**src/rtl/clkdiv_pkg.sv**
```systemverilog
// Shared types and constants for the clock-divider controller.
// The optional forced-switch timeout is enabled by defining CLKDIV_CTRL_TIMEOUT_EN.
package clkdiv_pkg;

  localparam int DIV_W       = 3;
  localparam int CNT_W       = 7;
  localparam int TIMEOUT_CYC = 256;

  typedef enum logic {
    IDLE = 1'b0,
    PEND = 1'b1
  } state_e;

  // Terminal count for a divide select d: 2^d - 1 (half-period of 2^d clk cycles).
  function automatic logic [CNT_W-1:0] tc_of(input logic [DIV_W-1:0] div);
    logic [CNT_W:0] one_hot;
    one_hot = {{CNT_W{1'b0}}, 1'b1} << div;
    return one_hot[CNT_W-1:0] - {{(CNT_W-1){1'b0}}, 1'b1};
  endfunction

endpackage

```
**src/rtl/clkdiv_core.sv**
```systemverilog
// Divider datapath: half-period counter, terminal-count decode, clk_out toggle,
// and a load port that restarts the divider at a new select with clk_out low.
module clkdiv_core
  import clkdiv_pkg::*;
#(
  parameter logic [DIV_W-1:0] DIV_RST = 3'd0
) (
  input  logic             clk,
  input  logic             rst_,
  input  logic             en,
  input  logic             load,
  input  logic [DIV_W-1:0] load_div,
  output logic             clk_out,
  output logic [DIV_W-1:0] cur_div,
  output logic             at_tc
);

  logic [CNT_W-1:0] cnt_q, cnt_d;
  logic             clk_out_q, clk_out_d;
  logic [DIV_W-1:0] cur_div_q, cur_div_d;

  assign at_tc   = (cnt_q == tc_of(cur_div_q));
  assign clk_out = clk_out_q;
  assign cur_div = cur_div_q;

  // Next-state: a load wins over counting; counting only advances while enabled.
  always_comb begin
    cnt_d     = cnt_q;
    clk_out_d = clk_out_q;
    cur_div_d = cur_div_q;
    if (load) begin
      cnt_d     = '0;
      clk_out_d = 1'b0;
      cur_div_d = load_div;
    end else if (en) begin
      if (at_tc) begin
        cnt_d     = '0;
        clk_out_d = ~clk_out_q;
      end else begin
        cnt_d = cnt_q + 1'b1;
      end
    end
  end

  // Divider registers.
  always_ff @(posedge clk or negedge rst_) begin
    if (!rst_) begin
      cnt_q     <= '0;
      clk_out_q <= 1'b0;
      cur_div_q <= DIV_RST;
    end else begin
      cnt_q     <= cnt_d;
      clk_out_q <= clk_out_d;
      cur_div_q <= cur_div_d;
    end
  end

endmodule

```
**src/rtl/clkdiv_ctrl.sv**
```systemverilog
// Clock-divider controller: accepts divide-select requests and switches the
// divider only at a clean clk_out falling boundary (or while frozen low), so
// no runt phase is ever produced.
// Optional: CLKDIV_CTRL_TIMEOUT_EN forces the switch after the divider has
// been frozen high for TIMEOUT_CYC consecutive pending cycles, flagging err.
//
// state | meaning
// IDLE  | ready for a request; divider runs at cur_div
// PEND  | new select captured; waiting for a safe switch point
module clkdiv_ctrl
  import clkdiv_pkg::*;
#(
  parameter logic [DIV_W-1:0] DIV_RST = 3'd0
) (
  input  logic             clk,
  input  logic             rst_,
  input  logic             en,
  input  logic             req_valid,
  input  logic [DIV_W-1:0] req_div,
  output logic             req_ready,
  output logic             clk_out,
  output logic [DIV_W-1:0] cur_div,
  output logic             done,
  output logic             err
);

  state_e           state_q, state_d;
  logic [DIV_W-1:0] pend_div_q, pend_div_d;
  logic             done_q, done_d;
  logic             load, at_tc, hold, to_fire;

  clkdiv_core #(.DIV_RST(DIV_RST)) u_core (
    .clk      (clk),
    .rst_     (rst_),
    .en       (en),
    .load     (load),
    .load_div (pend_div_q),
    .clk_out  (clk_out),
    .cur_div  (cur_div),
    .at_tc    (at_tc)
  );

  // Divider stuck high with the request pending: only the timeout can resolve it.
  assign hold = (state_q == PEND) && !en && clk_out;

`ifdef CLKDIV_CTRL_TIMEOUT_EN
  localparam int TO_W = $clog2(TIMEOUT_CYC);
  logic [TO_W-1:0] to_cnt_q, to_cnt_d;
  logic            err_q, err_d;
  assign to_fire  = hold && (to_cnt_q == TO_W'(TIMEOUT_CYC - 1));
  assign to_cnt_d = hold ? to_cnt_q + 1'b1 : '0;
  assign err_d    = to_fire;
  assign err      = err_q;
`else
  assign to_fire = 1'b0;
  assign err     = 1'b0;
`endif

  // Request handshake and switch-point selection.
  always_comb begin
    state_d    = state_q;
    pend_div_d = pend_div_q;
    done_d     = 1'b0;
    load       = 1'b0;
    case (state_q)
      IDLE: begin
        if (req_valid) begin
          pend_div_d = req_div;
          if (req_div == cur_div) done_d  = 1'b1;
          else                    state_d = PEND;
        end
      end
      PEND: begin
        if ((en && at_tc && clk_out) || (!en && !clk_out) || to_fire) begin
          load    = 1'b1;
          done_d  = 1'b1;
          state_d = IDLE;
        end
      end
      default: state_d = IDLE;
    endcase
  end

  // FSM state and registered outputs.
  always_ff @(posedge clk or negedge rst_) begin
    if (!rst_) begin
      state_q    <= IDLE;
      pend_div_q <= DIV_RST;
      done_q     <= 1'b0;
`ifdef CLKDIV_CTRL_TIMEOUT_EN
      to_cnt_q   <= '0;
      err_q      <= 1'b0;
`endif
    end else begin
      state_q    <= state_d;
      pend_div_q <= pend_div_d;
      done_q     <= done_d;
`ifdef CLKDIV_CTRL_TIMEOUT_EN
      to_cnt_q   <= to_cnt_d;
      err_q      <= err_d;
`endif
    end
  end

  assign req_ready = (state_q == IDLE);
  assign done      = done_q;

endmodule

```
**config.mk**
```make
export PLATFORM = sky130hd
export DESIGN_NAME = clkdiv_ctrl
export DESIGN_NICKNAME = d
export VERILOG_FILES = /design/src/rtl/clkdiv_pkg.sv /design/src/rtl/clkdiv_core.sv /design/src/rtl/clkdiv_ctrl.sv
export SDC_FILE = /design/constraint.sdc
export NUM_CORES = 1
export LEC_CHECK = 0
export CAP_MARGIN = 40
export CELL_PAD_IN_SITES_DETAIL_PLACEMENT = 2
export CELL_PAD_IN_SITES_GLOBAL_PLACEMENT = 2
export CORE_AREA = 2 2 61 63
export CTS_BUF_LIST = sky130_fd_sc_hd__clkbuf_2 sky130_fd_sc_hd__clkbuf_4 sky130_fd_sc_hd__clkbuf_8
export DETAILED_ROUTE_END_ITERATION = 7
export DIE_AREA = 0 0 63 65
export PLACE_DENSITY_LB_ADDON = 0.1
export SLEW_MARGIN = 20
export SYNTH_ARGS = -nofsm -noshare
export SYNTH_HDL_FRONTEND = slang
export SYNTH_SLANG_ARGS = --single-unit
```
**constraint.sdc**
```tcl
create_clock -name clk -period 3.6 [get_ports clk]
set_input_delay 0.36 -clock clk [delete_from_list [all_inputs] [get_ports clk]]
set_output_delay 0.36 -clock clk [all_outputs]
set_load 0.01 [all_outputs]
```
Word level (Yosys, flattened, before mapping):

Cells that the tools add are included.

* register bits after elaboration: 16
* output and inout port bits: 7
* logic and storage cells: 38
* input bits: 7

* equal/unequal tests: 2
* add/subtract/negate cells: 2
* reductions and logical operators: 10
* shifts and indexed selects: 1
* bitwise logic cells: 2
* muxes and demuxes: 15

Operator list (count)
* two-way mux 7 bit: 3
* two-way mux 1 bit: 10
* adder 7 x 1 -> 7 bit (second input constant): 1
* == test 7 bit: 1
* left shift 1 x 3 -> 7 bit (first input constant): 1
* subtractor 7 x 1 -> 7 bit (second input constant): 1
* case mux 1 bit (2 select lines): 2
* AND reduction 2 bit: 2
* nonzero test 2 bit: 2
* == test 3 bit: 1
* logical AND 1 bit: 3
* zero test 1 bit: 2
* inverter 1 bit: 2
* logical OR 1 bit: 1

Longest topological paths before layout:

* depth after elaboration: 10
* gate-level depth with buffers: 11

By module:

From an unflattened synthesis, not the netlist that was laid out.

* cells, all modules: 93
* area, all modules: 940.9 µm²

Modules (own cells, without submodules)
* clkdiv_core: cells an instance 71, area each 680.7 µm², instances 1, sequential area each 275.3 µm²
* clkdiv_ctrl: cells an instance 22, area each 260.2 µm², instances 1, sequential area each 125.1 µm²

Worst setup path after synthesis:

OpenSTA, ideal clock, no wires.

* path kind: register to register
* from: register u_core.cur_div_q[0], in the netlist u_core.cur_div[0]
* to: register u_core.cnt_q[4]
* setup slack: 0.849 ns
* arrival: 2.626 ns
* stages on the path, launching flop included: 12
* cells stage by stage: dfrtp_1 buf_6 or3_4 ha_1 buf_2 xor2_1 o2bb2a_1 xnor2_1 a2111oi_4 and3_1 buf_6 a2111oi_0

* cells in the longest elaborated chain, start to end: 9
* elaborated cells on any way between the ends: 12
* those cells by class: add/sub (1); eq/ne (1); shift (1); mux (5); reduce/logical (4)

RTL lines
* start: declaration: line clkdiv_core.sv:20 `logic [DIV_W-1:0] cur_div_q, cur_div_d;`
* start signal: assignment: line clkdiv_core.sv:54 `cur_div_q <= cur_div_d;`
* left shift 1 x 3 -> 7 bit (*): line clkdiv_pkg.sv:17 `one_hot = {{CNT_W{1'b0}}, 1'b1} << div;`
* subtractor 7 x 1 -> 7 bit (*): line clkdiv_pkg.sv:18 `return one_hot[CNT_W-1:0] - {{(CNT_W-1){1'b0}}, 1'b1};`
* == test 7 bit (*): line clkdiv_core.sv:22 `assign at_tc = (cnt_q == tc_of(cur_div_q));`
* logical AND 1 bit (2 in a row): line clkdiv_ctrl.sv:74 `if ((en && at_tc && clk_out) || (!en && !clk_out) || to_fire) begin`
* logical OR 1 bit: line clkdiv_ctrl.sv:74
* two-way mux 1 bit: line clkdiv_ctrl.sv:74
* two-way mux 1 bit: line clkdiv_ctrl.sv:65 `case (state_q)`
* two-way mux 7 bit or nonzero test 2 bit (tied branches)
* end signal: assignment: line clkdiv_core.sv:52 `cnt_q <= cnt_d;`
* end: declaration: line clkdiv_core.sv:18 `logic [CNT_W-1:0] cnt_q, cnt_d;`

Every way passes the cells marked *; elsewhere a longest branch is shown, timed or not. The select of a mux whose other input is x is not followed.
A chain may end at the register's enable or synchronous reset.

Worst setup path after layout:

* from: register u_core.cur_div_q[1], in the netlist u_core.cur_div[1]
* to: register state_q

* cells in the longest elaborated chain, start to end: 8
* elaborated cells on any way between the ends: 11
* those cells by class: add/sub (1); eq/ne (2); shift (1); mux (4); reduce/logical (3)

RTL lines
* left shift 1 x 3 -> 7 bit: line clkdiv_pkg.sv:17
* subtractor 7 x 1 -> 7 bit: line clkdiv_pkg.sv:18
* == test 7 bit: line clkdiv_core.sv:22
* logical AND 1 bit (2 in a row): line clkdiv_ctrl.sv:74
* logical OR 1 bit: line clkdiv_ctrl.sv:74
* two-way mux 1 bit: line clkdiv_ctrl.sv:74
* case mux 1 bit (2 select lines) (*): line clkdiv_ctrl.sv:65
* net state_d: line clkdiv_ctrl.sv:27 `state_e state_q, state_d;`
* end signal: assignment: line clkdiv_ctrl.sv:95 `state_q <= state_d;`
* end: declaration: line clkdiv_ctrl.sv:27

Mark *: on every way through the listed nets, which the timed path passes. The rest lies on a longest branch.

==> summary by stage <==
Floorplan
The floorplan has 22 rows. In this run the vertical extent of the chip is between 60 and 70 µm. In this run the standard cell core region covers approximately 0.0035 mm². The initial standard-cell utilization of the core is 32.7%.

The number of primary I/O pins is 14. The die covers 0.00410 mm². The die boundary width is 63 µm.

STA
The fraction of the cycle the final worst path needs is between 80% and 90%. The max-slew violation count was 0. Setup total negative slack on the finished layout was measured at 0 ps. The smallest clock period supported by the final layout is computed as between 2000 and 3000 ps. The worst relative slew slack is a little under three fifths. The total count of hold-check failures in the final report was 0. The number of setup violations in the final report is 0. Setup repair after global routing left no endpoint under its margin.

Derived from the worst setup path, the maximum achievable clock frequency is between 0.3 and 0.4 GHz. The clock tree skew after final layout is roughly 4 ps. For the pin with the worst max-slew slack, the measured transition is about 660 ps.

Clock network
After clock tree synthesis, the clock-pin slew on the worst setup and hold paths is approximately 110 ps. For this design, the CTS-stage hold fixing added 0 buffers. The number of gates resized after CTS was 0. The total clock buffers created by CTS is 3. In this run the number of H-tree levels came out at 1. The clock insertion delay at the later pin of the skew report is roughly 300 ps.

The clock tree from TritonCTS is yes. The total number of clock tree sinks is 16. The number of post-CTS setup repair buffers is 0. No sink is reached through more buffers than the 2 on the longest clock path. The clock tree root buffer cell is clkbuf_4.

Route
The average vias per placed instance is about 5.4. After the first detailed-routing iteration, the DRC count stood at 40. The final routed wire length divided by cell count is between 15 and 20 µm.

The number of vias in the routed layout is approximately 1.0k. In this run the remaining antenna-violating nets after routing total 0. The DRC violations left is 0. The routed wire length is between 3 and 4 mm.

For this run, the detailed router's first-pass iteration total came to 4.

Yosys
Each instance of the synthesized netlist takes up on average ~8.9 µm². Yosys instantiated no cell more often than dfrtp_1. After synthesis, the cell types taking the most area are dfrtp_1, xnor2_1, nor3_1. The commonest register cell after synthesis is dfrtp_1.

During synthesis, Yosys emitted a total of 0 warnings. Summing every instance area after synthesis gives around 0.0011 mm². The top cell type by area accounts for between 30% and 40% of the synthesized area. By count the netlist is led by dfrtp_1, nand2_1, nor2_1, nor3_1, xnor2_1.

In this run, synthesis inferred 0 flip-flops with an integrated enable. Synthesis produced ~130 cells. The share of synthesized area occupied by flip-flops and latches is between 30% and 40%.

The largest area contributor in the synthesized netlist is dfrtp_1. Synthesis produced a netlist with a net count of approximately 140. The synthesized flop and latch total is 16.

After synthesis, the netlist uses between 40 and 50 different library cells. For this run, asynchronously set or reset flops after synthesis account for between 90% and 100%.

Setup path
The element type at the critical path start is a flip-flop. Setup slack on the worst reg-to-reg path comes out at roughly 630 ps. The critical path runs through a total of 8 cells. The depth of the worst register-to-register path is 8.

The start of the worst register-to-register path is u_core.cur_div[1]. At the worst endpoint, the required time is between 3000 and 4000 ps. The endpoint identified for the worst register-to-register timing path is state_q. The worst path arrival time is roughly 3200 ps. Walking the worst path, the cells encountered are or3_4 -> ha_1 -> xor2_1 -> o2bb2a_1 -> xnor2_1 -> a2111oi_4 -> nand3_1 -> o21a_1. The startpoint-to-endpoint class of the critical path is flip-flop to flip-flop. The count of buffering cells on the critical path with inverters included is 0. The delay contributed by the slowest stage of the critical path is 570 ps. The cell at the slowest stage of the critical path is dfrtp_1.

The type of element capturing the critical path is a flip-flop. The endpoint of the worst setup timing path is state_q. The peak fanout along the critical path is 15. The cell class contributing the biggest share of worst-path delay is compound AO/OA/AOI/OAI gates. The critical path starts at u_core.cur_div[1].

Power and ir drop
Dividing total power by cell area gives a power density of 357 mW/mm². Summing internal, switching and leakage power gives 474 µW. The leakage power total is slightly above 0.5 nW. The worst-case IR drop observed on VDD is 0.000154 V.

Finish
The number of nets in the final layout is between 100 and 150. Cells with a size suffix above 1 make up between 10% and 20% of the layout. Relative to the synthesized area, the layout overhead comes to 16.0%.

The number of antenna repair diodes is 0.

Outcome
The run finished with clean final reports.

GRT
The total overflow left after global routing is 0. The first-pass GRT wire length is 5.31 mm. Entering global routing, the biggest net connects 17 pins. The number of antenna violations at the first check in global routing is 0. In the global route stage, overall resource usage came out at 17.2%. The via count of the first global-routing pass is around 1.1k.

Placement
Once detailed placement completed, the half-perimeter wirelength came to 2.55 mm. The number of buffer cells added on primary ports is 12. Routability-driven placement finished with a final weighted congestion of between 0.7 and 0.8.

Hold path
The path type of the worst min-delay path is primary input to asynchronous set/reset pin.

Run
The number of max-capacitance violations reported is 0.
-- report_power, final --
part,switching (mW),internal [mW],total (mW)
Clock,0.0660,0.0617,0.128
Combinational,0.0485,0.0550,0.103
Sequential,0.0423,0.200,0.243
Total,0.157,0.317,0.474
-- flip-flops by register name, summed over array words and instances, names as in the netlist --
signal and count:
u_core.cnt_q 7, pend_div_q 3, u_core.cur_div 3, done 1, state_q 1, u_core.clk_out 1
-- cell usage in the layout (no fill, tap or decap), types with 2 or more instances in the layout --
| cell type | count |
|---|---|
| dfrtp_1 | 16 |
| nor3_1 | 11 |
| clkbuf_4 | 3 |
| a22o_1 | 3 |
| nand2_1 | 11 |
| xnor2_1 | 8 |
| nor2_1 | 11 |
| nor4_1 | 2 |
| inv_1 | 4 |
| a31o_2 | 3 |
| a21oi_1 | 7 |
| nand3_1 | 5 |
| and3_1 | 4 |
| buf_4 | 2 |
| ha_1 | 2 |
| mux2_2 | 3 |
| o21ai_0 | 3 |
| o22ai_1 | 3 |
| mux2i_1 | 2 |
| nor3b_1 | 2 |
| clkdlybuf4s50_1 | 12 |
-- logic make-up after synthesis --
logic type	count (synthesis)	share of synthesized area, %
mux	5	4.70
simple gates	52	22.8
compound gates	30	21.2
buf+inv	14	6.88
xor+xnor	9	6.89
fa+ha+maj	2	2.19
flops	16	35.0
other cells	1	0.328
-- area by class of cell --
class | count | area (µm²)
clock buffer | 4 | 36.3
fill | 423 | 2170
inverter | 4 | 15.0
multi-input combinational | 99 | 666
sequential | 16 | 400
tap | 48 | 60.1
timing repair buffer | 15 | 150
-- routing by layer --
metal  share of wire (%)  vias up  global-route usage, %
met4                 1.3        0                   6.67
met2                  49        8                   30.3
met5                   0        -                      0
met3                 1.6        4                   2.60
li1                    -      483                      -
met1                  48      515                   21.1
-- per-stage QoR --
stage	hold slack [ps]	worst slack (ps)	instance area (µm²)	util, %	std cells
finish	266	627	1330	38.0	186
global route	272	420	1330	38.0	186
CTS	534	580	1310	37.5	185
detailed placement	558	603	1280	36.5	181
global placement	552	724	1280	36.5	181
floorplan	64.4	849	1140	-	129
-- worst min-delay path by stage --
stage | to | slack (ps) | start | depth (start not counted)
global route | u_core.cnt_q[1] | 270 | rst_ | 1
finish | u_core.cnt_q[1] | 270 | rst_ | 1
global placement | pend_div_q[1] | 550 | pend_div_q[1] | 1
floorplan | done | 60 | rst_ | 0
detailed placement | pend_div_q[1] | 560 | pend_div_q[1] | 1
CTS | u_core.clk_out | 530 | rst_ | 1
No activity file was read; power rests on OpenSTA's default activity.
